File: src/rtl/trace_pkg.sv
// Commit trace buffer shared types: FSM states and packed entry layout.
// Entry is {pc, inst, rd, regwrite, wdata} with pc in the MSBs.
package trace_pkg;

  typedef enum logic [1:0] {
    IDLE   = 2'd0,
    ARMED  = 2'd1,
    POST   = 2'd2,
    FROZEN = 2'd3
  } trace_state_t;

  function automatic int entry_w(int xlen);
    return 2 * xlen + 38;
  endfunction

  function automatic int off_wdata(int xlen);
    return 0 * xlen;
  endfunction

  function automatic int off_regwrite(int xlen);
    return xlen;
  endfunction

  function automatic int off_rd(int xlen);
    return xlen + 1;
  endfunction

  function automatic int off_inst(int xlen);
    return xlen + 6;
  endfunction

  function automatic int off_pc(int xlen);
    return xlen + 38;
  endfunction

endpackage

File: src/rtl/commit_trace_buffer_if.sv
// Readout handshake bundle of the commit trace buffer.
// master drives valid/data, slave drives ready.
interface commit_trace_buffer_if #(
  parameter int XLEN = 32
) ();
  import trace_pkg::*;

  logic                     rd_valid;
  logic                     rd_ready;
  logic [entry_w(XLEN)-1:0] rd_data;

  modport master (
    output rd_valid,
    output rd_data,
    input  rd_ready
  );

  modport slave (
    input  rd_valid,
    input  rd_data,
    output rd_ready
  );
endinterface

File: src/rtl/trace_ram.sv
// Trace storage: one synchronous write port, one async read port.
// Contents are intentionally not reset.
module trace_ram #(
  parameter int DEPTH = 16,
  parameter int WIDTH = 102,
  parameter int AW    = $clog2(DEPTH)
) (
  input  logic             clk,
  input  logic             we,
  input  logic [AW-1:0]    waddr,
  input  logic [WIDTH-1:0] wdata,
  input  logic [AW-1:0]    raddr,
  output logic [WIDTH-1:0] rdata
);

  logic [WIDTH-1:0] mem [DEPTH];

  always_ff @(posedge clk) begin
    if (we) mem[waddr] <= wdata;
  end

  assign rdata = mem[raddr];

endmodule

File: src/rtl/commit_trace_buffer.sv
// Commit trace buffer: captures retired instructions around a
// trigger into a circular RAM, then freezes for oldest-first readout.
module commit_trace_buffer
  import trace_pkg::*;
#(
  parameter int XLEN       = 32,
  parameter int DEPTH      = 16,
  parameter int POST_COUNT = 4,
  parameter int WRAP       = 1
) (
  input  logic                   clk,
  input  logic                   reset,
  input  logic                   cap_valid,
  input  logic [XLEN-1:0]        cap_pc,
  input  logic [31:0]            cap_inst,
  input  logic [4:0]             cap_rd,
  input  logic                   cap_regwrite,
  input  logic [XLEN-1:0]        cap_wdata,
  input  logic                   arm,
  input  logic                   trig_en,
  input  logic [XLEN-1:0]        trig_pc,
  input  logic                   force_trig,
  commit_trace_buffer_if.master  rd,
  output logic [1:0]             state,
  output logic [$clog2(DEPTH):0] count,
  output logic                   triggered,
  output logic                   overflow
);

  localparam int AW = $clog2(DEPTH);
  localparam int CW = AW + 1;
  localparam int EW = entry_w(XLEN);

  trace_state_t  st_q, st_d;
  logic [AW-1:0] wr_q, wr_d;
  logic [AW-1:0] rp_q, rp_d;
  logic [CW-1:0] cnt_q, cnt_d;
  logic [CW-1:0] post_q, post_d;
  logic          trg_q, trg_d;
  logic          ovf_q, ovf_d;

  logic          full;
  logic          cap;
  logic          trig;
  logic          hs;
  logic          we;
  logic [EW-1:0] entry;
  logic [EW-1:0] rdata;

  assign full  = cnt_q == CW'(DEPTH);
  assign cap   = cap_valid && (st_q == ARMED || st_q == POST);
  assign trig  = st_q == ARMED &&
                 (force_trig ||
                  (cap_valid && trig_en && cap_pc == trig_pc));
  assign hs    = rd.rd_valid && rd.rd_ready;
  assign we    = cap && !arm && (!full || WRAP != 0);
  assign entry = {cap_pc, cap_inst, cap_rd, cap_regwrite, cap_wdata};

  trace_ram #(
    .DEPTH (DEPTH),
    .WIDTH (EW)
  ) u_ram (
    .clk   (clk),
    .we    (we),
    .waddr (wr_q),
    .wdata (entry),
    .raddr (rp_q),
    .rdata (rdata)
  );

  always_ff @(posedge clk or negedge reset) begin
    if (!reset) begin
      st_q   <= IDLE;
      wr_q   <= '0;
      rp_q   <= '0;
      cnt_q  <= '0;
      post_q <= '0;
      trg_q  <= 1'b0;
      ovf_q  <= 1'b0;
    end else begin
      st_q   <= st_d;
      wr_q   <= wr_d;
      rp_q   <= rp_d;
      cnt_q  <= cnt_d;
      post_q <= post_d;
      trg_q  <= trg_d;
      ovf_q  <= ovf_d;
    end
  end

  always_comb begin
    st_d   = st_q;
    wr_d   = wr_q;
    rp_d   = rp_q;
    cnt_d  = cnt_q;
    post_d = post_q;
    trg_d  = trg_q;
    ovf_d  = ovf_q;
    if (arm) begin
      st_d   = ARMED;
      wr_d   = '0;
      rp_d   = '0;
      cnt_d  = '0;
      post_d = '0;
      trg_d  = 1'b0;
      ovf_d  = 1'b0;
    end else begin
      unique case (st_q)
        IDLE: begin
        end
        ARMED, POST: begin
          if (cap) begin
            if (!full) begin
              wr_d  = wr_q + 1'b1;
              cnt_d = cnt_q + 1'b1;
            end else begin
              ovf_d = 1'b1;
              // oldest entry is overwritten, so the read side follows
              if (WRAP != 0) begin
                wr_d = wr_q + 1'b1;
                rp_d = rp_q + 1'b1;
              end
            end
          end
          if (trig) begin
            trg_d  = 1'b1;
            post_d = CW'(POST_COUNT);
            if (POST_COUNT > 0) st_d = POST;
            else                st_d = FROZEN;
          end else if (st_q == POST && cap) begin
            post_d = post_q - 1'b1;
            if (post_q == CW'(1)) st_d = FROZEN;
          end
        end
        FROZEN: begin
          if (cnt_q == '0) begin
            st_d = IDLE;
          end else if (hs) begin
            rp_d  = rp_q + 1'b1;
            cnt_d = cnt_q - 1'b1;
            if (cnt_q == CW'(1)) st_d = IDLE;
          end
        end
        default: begin
        end
      endcase
    end
  end

  assign rd.rd_valid = st_q == FROZEN && cnt_q != '0;
  assign rd.rd_data  = rdata;
  assign state       = st_q;
  assign count       = cnt_q;
  assign triggered   = trg_q;
  assign overflow    = ovf_q;

endmodule

File: src/flat_wrapper.sv
// flat-port wrapper written by rule: the top's interface ports become plain ports
module commit_trace_buffer_flat import trace_pkg::*;
#(
  parameter int XLEN       = 32,
  parameter int DEPTH      = 16,
  parameter int POST_COUNT = 4,
  parameter int WRAP       = 1
)
  (clk, reset, cap_valid, cap_pc, cap_inst, cap_rd, cap_regwrite, cap_wdata, arm, trig_en, trig_pc, force_trig, state, count, triggered, overflow, rd_rd_valid, rd_rd_data, rd_rd_ready);
  commit_trace_buffer_if #(.XLEN(XLEN)) rd_i ();
  input  logic clk;
  input  logic reset;
  input  logic cap_valid;
  input  logic [XLEN-1:0] cap_pc;
  input  logic [31:0] cap_inst;
  input  logic [4:0] cap_rd;
  input  logic cap_regwrite;
  input  logic [XLEN-1:0] cap_wdata;
  input  logic arm;
  input  logic trig_en;
  input  logic [XLEN-1:0] trig_pc;
  input  logic force_trig;
  output logic [1:0] state;
  output logic [$clog2(DEPTH):0] count;
  output logic triggered;
  output logic overflow;
  output wire logic [$bits(rd_i.rd_valid)-1:0] rd_rd_valid;
  output wire logic [$bits(rd_i.rd_data)-1:0] rd_rd_data;
  input wire logic [$bits(rd_i.rd_ready)-1:0] rd_rd_ready;
  assign rd_rd_valid = rd_i.rd_valid;
  assign rd_rd_data = rd_i.rd_data;
  assign rd_i.rd_ready = rd_rd_ready;
  commit_trace_buffer #(.XLEN(XLEN), .DEPTH(DEPTH), .POST_COUNT(POST_COUNT), .WRAP(WRAP)) u_core (.clk(clk), .reset(reset), .cap_valid(cap_valid), .cap_pc(cap_pc), .cap_inst(cap_inst), .cap_rd(cap_rd), .cap_regwrite(cap_regwrite), .cap_wdata(cap_wdata), .arm(arm), .trig_en(trig_en), .trig_pc(trig_pc), .force_trig(force_trig), .rd(rd_i), .state(state), .count(count), .triggered(triggered), .overflow(overflow));
endmodule
File: config.mk
export PLATFORM = sky130hd
export DESIGN_NAME = commit_trace_buffer_flat
export DESIGN_NICKNAME = d
export VERILOG_FILES = /design/src/rtl/trace_pkg.sv /design/src/rtl/commit_trace_buffer_if.sv /design/src/rtl/trace_ram.sv /design/src/rtl/commit_trace_buffer.sv /design/src/flat_wrapper.sv
export SDC_FILE = /design/constraint.sdc
export NUM_CORES = 1
export LEC_CHECK = 0
export ABC_CLOCK_PERIOD_IN_PS = 10600
export CAP_MARGIN = 25
export CORE_ASPECT_RATIO = 1.2
export CORE_MARGIN = 8
export CORE_UTILIZATION = 50
export CTS_CLUSTER_DIAMETER = 120
export CTS_CLUSTER_SIZE = 28
export DETAILED_ROUTE_END_ITERATION = 7
export PLACE_DENSITY = 0.68
export SYNTH_ARGS = -nofsm -noshare
export SYNTH_HDL_FRONTEND = slang
export SYNTH_SLANG_ARGS = --single-unit
File: constraint.sdc
create_clock -name clk -period 10.6 [get_ports clk]
set_input_delay 2.12 -clock clk [delete_from_list [all_inputs] [get_ports clk]]
set_output_delay 2.12 -clock clk [all_outputs]
set_load 0.02 [all_outputs]
==> reports/results.ini <==
[die]
die_x_um = 340
rows = 142
coreArea_sq_um = 125000
io_pins = 253
die_h_um = 405
die_area_sq_um = 138000
start_util_pct = 50.5

[yosys]
yosys-top-cells-area = edfxtp_1 (78%), mux4_2 (18%), dfrtp_1 (0.87%)
synth_area_per_cell_sq_um = 25.4
synth_area_leader_cell = edfxtp_1
synth_top_area_share_pct = 77.8
ys_seq_area_share_pct = 78.6
synth_ff_type = edfxtp_1
synthTopCellsByCount = edfxtp_1 (1632), mux4_2 (510), clkbuf_1 (52)
synth_edf_count = 1632
synthArstFlopShare_pct = 1.33
yosysWarnings = 0
syn_nets = 2641
synth.distinct_cells = 39
syn_inst = 2486
synth_area_sq_um = 63000
synth_seq_cells = 1654
yosysMostFrequentCell = edfxtp_1

[final_layout]
layoutNonFillerInstCount = 4430
drive_above_1_share_pct = 24.3
fill_cells = 8899
finalNetCount = 2902
area_growth_pct = 10.5

[setup_path]
max_stage_delay_ps = 900
timing.rr.start = u_core.state[0]$_DFFE_PN0P_
crit_chain = buf_12 -> mux4_2 -> mux4_2 -> clkdlybuf4s50_1
r2r_cells = 6
worst_setup_path_start_kind = flop
cp.required_ps = 8480
cp-end-kind = output pin
slowest_stage = dfrtp_4
rrSetupSlack_ps = 6300
worstPathArrival_ps = 4200
reg2reg_to = u_core.u_ram.mem[14][60]$_DFFE_PP_
worstSetupPathType = reg2out
cp_max_fo = 105
cp_common_cell = mux4_2

[cts]
numCtsBuffers = 69
post_cts_buffers = 0
clk_pin_slew_worst_paths_ps = 110
root_buffer = clkbuf_16
clock_latency_ps = 710
clockBufferDepth = 3
cts_sinks = 1654
cts_tree = built
hold_buffers = 0
cts_htree_levels = 3
cts.repair.resized = 0

[routing]
wl_met1_um = 55900
dr.pass1.iters = 5
wl_met2_um = 71400
routed_via_density = 6.15
highest_layer = met5
drc = 0
wl_um = 138000
wl_per_cell_um = 31.2
dr_wl_met3_um = 7960
vias = 27300
ant_nets = 0
drt-initial-drc-count = 2726

[sta]
report.final.slew_viol_count = 0
fin_tns_setup_ps = 0
setup_viol = 0
fin_crit_ps = 6320
final_hold_viol_count = 0
worst-slew-pin-transition_ps = 1160
post-route-period-util_pct = 59.6
rsz0062_at_grt = false
fmax_mhz = 158
slew_headroom_pct = 22.5
skew_ps = 45.0

[hold_path]
hold_path.class = reg2reg
min_from = u_core.triggered$_DFFE_PN0P_
min_to = u_core.triggered$_DFFE_PN0P_
hold_depth = 2

[place]
place_inst = 4330
post-dp-hpwl_um = 73500
place_congestion = 0.728
io_buffers = 252

[power]
power_density_nw_per_um2 = 207
swShare_pct = 26.6
power.share.clock_pct = 21.7
p_int_w = 0.0106
seqPwrFrac_pct = 52.0
ir_drop_mv = 0.218
comb_power_share_pct = 26.3
switchingPower_w = 0.00382
leakage_nw = 20.6

[grt]
track_usage_pct = 19.9
grt_max_degree = 175
gr-total-overflow = 0
grt_pass1_wl_um = 201000
grt_pass1_vias = 29100
antenna_found_initial = 16

[run_status]
status = finished, final reports clean

[flow_run]
cap_violations = 0

-- final cells by class --
| cell class | instances | area [sq um] | share of cell area, % |
|---|---|---|---|
| sequential | 1654 | 49600 | 71.2 |
| clock buffer | 84 | 1850 | 2.65 |
| antenna | 8 | 20.0 | 0.0288 |
| multi-input combinational | 697 | 12800 | 18.4 |
| inverter | 11 | 41.3 | 0.0593 |
| tap | 1656 | 2070 | 2.98 |
| timing repair buffer | 314 | 3150 | 4.53 |
| clock inverter | 6 | 70.1 | 0.101 |
-- registers in the layout (all words and copies together), names as in the netlist --
register          count
u_core.u_ram.mem   1632
u_core.wr_q           4
u_core.triggered      1
u_core.post_q         5
u_core.rp_q           4
u_core.count          5
u_core.overflow       1
u_core.state          2
-- metrics by stage --
stage / area, sq um / total power, W / utilization (%) / hold slack [ps] / setup WS [ps]
after floorplan: 63000 / 0.0102 / - / 539 / 253
after global placement: 67600 / 0.0114 / 54.1 / 483 / 4480
after detailed placement: 67600 / 0.0115 / 54.2 / 481 / 4450
after CTS: 69600 / 0.0146 / 55.7 / 510 / 4110
after global routing: 69600 / 0.0149 / 55.7 / 562 / 4000
final: 69600 / 0.0144 / 55.7 / 525 / 4280
-- cells by family (layout without fill, tap and decap cells) --
group | Yosys count | in the layout | share of synthesized area, %
xor gates and xnor gates | 42 | 42 | 0.584
muxes | 512 | 512 | 18.3
buffers and inverters | 135 | 415 | 1.17
AOI/OAI and AO/OA | 29 | 29 | 0.298
and+or+nand+nor | 100 | 100 | 0.782
DFF | 1654 | 1654 | 78.6
adders and majority gates | 14 | 14 | 0.278
other | 0 | 8 | 0
-- worst max-delay path, delay by kind of cell (launching register included) --
family	cells	cell delay (ps)
DFF	1	900
muxes	2	1170
buffers and inverters	2	1260
-- routing by layer --
layer | track usage, % | vias to the layer above
met4 | 5.56 | 8
li1 | - | 11200
met2 | 33.9 | 910
met5 | 0 | -
met3 | 3.14 | 155
met1 | 26.9 | 15000
-- cells in the final DEF (no fill, tap or decap), types with 4 or more instances in the layout --
cell type and instances:
nor2_1 18, dfrtp_1 18, edfxtp_1 1632, dfrtp_4 4, a21oi_1 8, xnor2_1 35, nor3_1 6, clkbuf_16 72
nand4_1 13, clkbuf_1 12, inv_1 11, buf_12 6, nand2_1 20, diode_2 8, o21ai_0 6, and2_1 4
buf_4 51, nand3_1 8, clkdlybuf4s50_1 252, mux4_2 510, buf_16 4, xor2_1 7, nor2_4 12, nor3_2 4
ha_1 14
-- worst max-delay path by stage --
stage	startpoint	to	slack (ps)	cells past startpoint
global route	u_core.rp_q[0]$_DFFE_PN0P_	rd_rd_data[71]	4000	4
floorplan	arm	u_core.u_ram.mem[0][0]$_DFFE_PP_	250	4
detailed placement	arm	u_core.u_ram.mem[14][101]$_DFFE_PP_	4450	6
CTS	u_core.rp_q[0]$_DFFE_PN0P_	rd_rd_data[69]	4110	4
finish	u_core.rp_q[0]$_DFFE_PN0P_	rd_rd_data[59]	4280	4
global placement	cap_valid	u_core.u_ram.mem[14][60]$_DFFE_PP_	4480	6
-- power by group through the flow --
stage	clock, W	sequential [W]	combinational (W)
floorplan	0	0.00758	0.00265
global placement	0	0.00763	0.00379
detailed placement	0	0.00763	0.00386
CTS	0.00321	0.00748	0.00387
global route	0.00341	0.00750	0.00402
finish	0.00312	0.00748	0.00378
No activity file was read; power rests on OpenSTA's default activity.
==> variant: new RTL, same flow settings <==
`XLEN` is set to 32 in 3 places; all go to 24.
--- a/src/rtl/commit_trace_buffer_if.sv
+++ b/src/rtl/commit_trace_buffer_if.sv
@@ -1,7 +1,7 @@
 // Readout handshake bundle of the commit trace buffer.
 // master drives valid/data, slave drives ready.
 interface commit_trace_buffer_if #(
-  parameter int XLEN = 32
+  parameter int XLEN = 24
 ) ();
   import trace_pkg::*;
 
--- a/src/rtl/commit_trace_buffer.sv
+++ b/src/rtl/commit_trace_buffer.sv
@@ -3,7 +3,7 @@
 module commit_trace_buffer
   import trace_pkg::*;
 #(
-  parameter int XLEN       = 32,
+  parameter int XLEN       = 24,
   parameter int DEPTH      = 16,
   parameter int POST_COUNT = 4,
   parameter int WRAP       = 1
--- a/src/flat_wrapper.sv
+++ b/src/flat_wrapper.sv
@@ -1,7 +1,7 @@
 // flat-port wrapper written by rule: the top's interface ports become plain ports
 module commit_trace_buffer_flat import trace_pkg::*;
 #(
-  parameter int XLEN       = 32,
+  parameter int XLEN       = 24,
   parameter int DEPTH      = 16,
   parameter int POST_COUNT = 4,
   parameter int WRAP       = 1
Interface: changed (resized cap_pc, cap_wdata, rd_rd_data and trig_pc); port bits go from 253 to 213. The function was not compared with the original's and may differ.
==> variant against the original RTL <==
- synthesized area down 16%
- first-iteration DRC count down 8.4%
- final area down 16%
- synthesized cell count down 15%
- wire length down 17%
- worst setup slack worse by 0.43 ns
- sequential cell count down 256
- die area down 15%
- non-clock buffer count down 61
- via count down 15%
- critical path type unchanged
- critical endpoint is now rd_rd_data[41]
Power is not compared: it rests on default switching activity, and its combinational part moved more than twofold at a synthesized area within 25%.
==> variant: results (changes against the original RTL) <==
| Metric | Value |
|---|---|
| DR iter-0 viols | `2,496 (was 2,726)` |
| Reg2Reg Depth | `7 (was 6)` |
| CP arrival | `4.63 ns (was 4.20 ns)` |
| # resized after CTS | `0 (unchanged)` |
| Worst ir drop on vdd | `0.136 mV` |
| Worst hold start | `u_core.triggered (unchanged)` |
| Final nets | `2,451 (was 2,902)` |
| Clock Latency Late Sink | `0.68 ns (was 0.71 ns)` |
| CP startpoint | `u_core.rp_q[1] (was u_core.rp_q[0])` |
| Dominant cells by area after synthesis | `edfxtp_1 78%, mux4_2 18%, dfrtp_1 1.0%, xnor2_1 0.48%, clkbuf_1 0.42% (was edfxtp_1 78%, mux4_2 18%, dfrtp_1 0.87%, xnor2_1 0.49%, buf_4 0.37%)` |
| EDFF count, synth | `1,376 (was 1,632)` |
| Lkg Pwr | `17.0 nW` |
| Crit path max-delay family | `buffers and inverters (unchanged)` |
| Layout fillers | `7,729 (was 8,899)` |
| GRT Total Usage | `19.5% (was 19.9%)` |
| Slowest stage delay, CP | `0.97 ns (was 0.90 ns)` |
| Worst-path clk slew | `0.11 ns (about the same)` |
| H-Tree Depth | `2 (was 3)` |
| Hold Path Depth | `2 (unchanged)` |
| Port Buffers | `212 (was 252)` |
| Syn. warnings | `0 (unchanged)` |
| Total placed instance area | `0.0572 mm² (was 0.0676 mm²)` |
| First-pass GRT wire length | `169 mm (was 201 mm)` |
| Most flop-heavy register | `u_core.u_ram.mem (unchanged)` |
| RR Startpoint | `u_core.state[0] (unchanged)` |
| Post-synth cell types | `48 (was 39)` |
| Top post-synthesis cells by count | `1,376 x edfxtp_1, 430 x mux4_2, 59 x clkbuf_1 (was 1,632 x edfxtp_1, 510 x mux4_2, 52 x clkbuf_1)` |
| Routability cong. | `0.728 (unchanged)` |
| Initial antenna violation count | `12 (was 16)` |
| HP Class | `reg -> reg (unchanged)` |
| Final wirelength | `115 mm (was 138 mm)` |
| Longest Clk Path Bufs | `3 (unchanged)` |
| Root Buffer | `clkbuf_16 (unchanged)` |
| First-pass DRT Iterations | `5 (unchanged)` |
| Skew final | `0.0319 ns (was 0.0450 ns)` |
| Total nets after synthesis | `2,247 (was 2,641)` |
| DP Wirelength | `58.3 mm (was 73.5 mm)` |
| CP max FO | `52 (was 105)` |
| Cts bufs inserted | `55 (was 69)` |
| Post-CTS setup buffer count | `0 (unchanged)` |
| Slew Limit Headroom | `3.77% (was 22.5%)` |
| Slowest cell on the critical path | `dfrtp_4 (unchanged)` |
| Vias | `23,100 (was 27,300)` |
| Fraction of layout cells with a size suffix above 1 | `23.8% (was 24.3%)` |
| Vias in the first global route | `24,600 (was 29,100)` |
| Sequential share of the synthesized area | `78.7% (was 78.6%)` |
| Status | `finished, final reports clean (unchanged)` |
| Area leader, netlist | `edfxtp_1 (unchanged)` |
| Largest net degree at the start of global routing | `164 (was 175)` |
| Max reg flops | `1,376 (was 1,632)` |
| FFs w/ async S/R, synth | `1.57% (was 1.33%)` |
-- variant: final cells by class --
cell class              count  area, µm²  share of cell area [%]
inverters                  10       37.5                  0.0639
flip-flops and latches   1398      41900                    71.4
clock buffers              65       1450                    2.46
clock inverters             2       50.0                  0.0853
multi-input cells         602      11000                    18.7
well taps                1396       1750                    2.98
diodes                      4       10.0                  0.0171
repair buffers            253       2570                    4.39
-- variant: cells by family (layout without fill, tap and decap cells) --
group,Yosys count,in the layout,synth area share [%]
AOI/OAI and AO/OA,30,30,0.369
muxes,433,433,18.3
and+or+nand+nor,91,91,0.863
xor gates and xnor gates,34,34,0.560
other,0,4,0
buffers and inverters,116,330,0.943
adders and majority gates,14,14,0.329
DFF,1398,1398,78.7
-- variant: path summary, 6_finish.rpt --
path	endpoint	slack, ns
hold / removal	u_core.triggered	0.52
hold reg to reg	u_core.triggered	0.52
setup / recovery	rd_rd_data[41]	3.85
max in group asynchronous	u_core.rp_q[2]	8.37
setup reg to reg	u_core.u_ram.mem[2][5]	6.53
min in group asynchronous	u_core.count[0]	1.76
-- variant: metrics by stage --
| stage | instances | total power (W) | setup slack (ns) |
|---|---|---|---|
| floorplan | 2116 | 0.00702 | 1.41 |
| global placement | 3658 | 0.00743 | 4.29 |
| detailed placement | 3659 | 0.00746 | 4.33 |
| CTS | 3726 | 0.00993 | 3.76 |
| global route | 3727 | 0.0102 | 3.63 |
| finish | 3730 | 0.00984 | 3.85 |
-- variant: power breakdown --
part / switching [W] / leakage, nW / total [W] / internal (W)
clock: 0.00155 / 0.728 / 0.00252 / 0.000977
sequential: 0.0000539 / 12.7 / 0.00626 / 0.00620
combinational: 0.000577 / 3.65 / 0.00106 / 0.000480
-- variant: routing by layer --
metal	GRT usage (%)	share of wire (%)	routed length (µm)	vias up
met2	32.8	51	58500	721
met3	2.85	5.6	6500	113
met1	27.7	42	48400	12800
met4	3.49	1.7	1930	10
met5	0	0.060	69	-
li1	-	-	-	9481
-- variant: worst reg2reg max path, stage by stage (launching register included) --
cell and delay (ns):
dfrtp_1 0.47, inv_1 0.09, ha_1 0.46, nor2_1 0.43, nand3_1 0.40, nor3_2 0.24, buf_4 0.74, buf_4 0.84
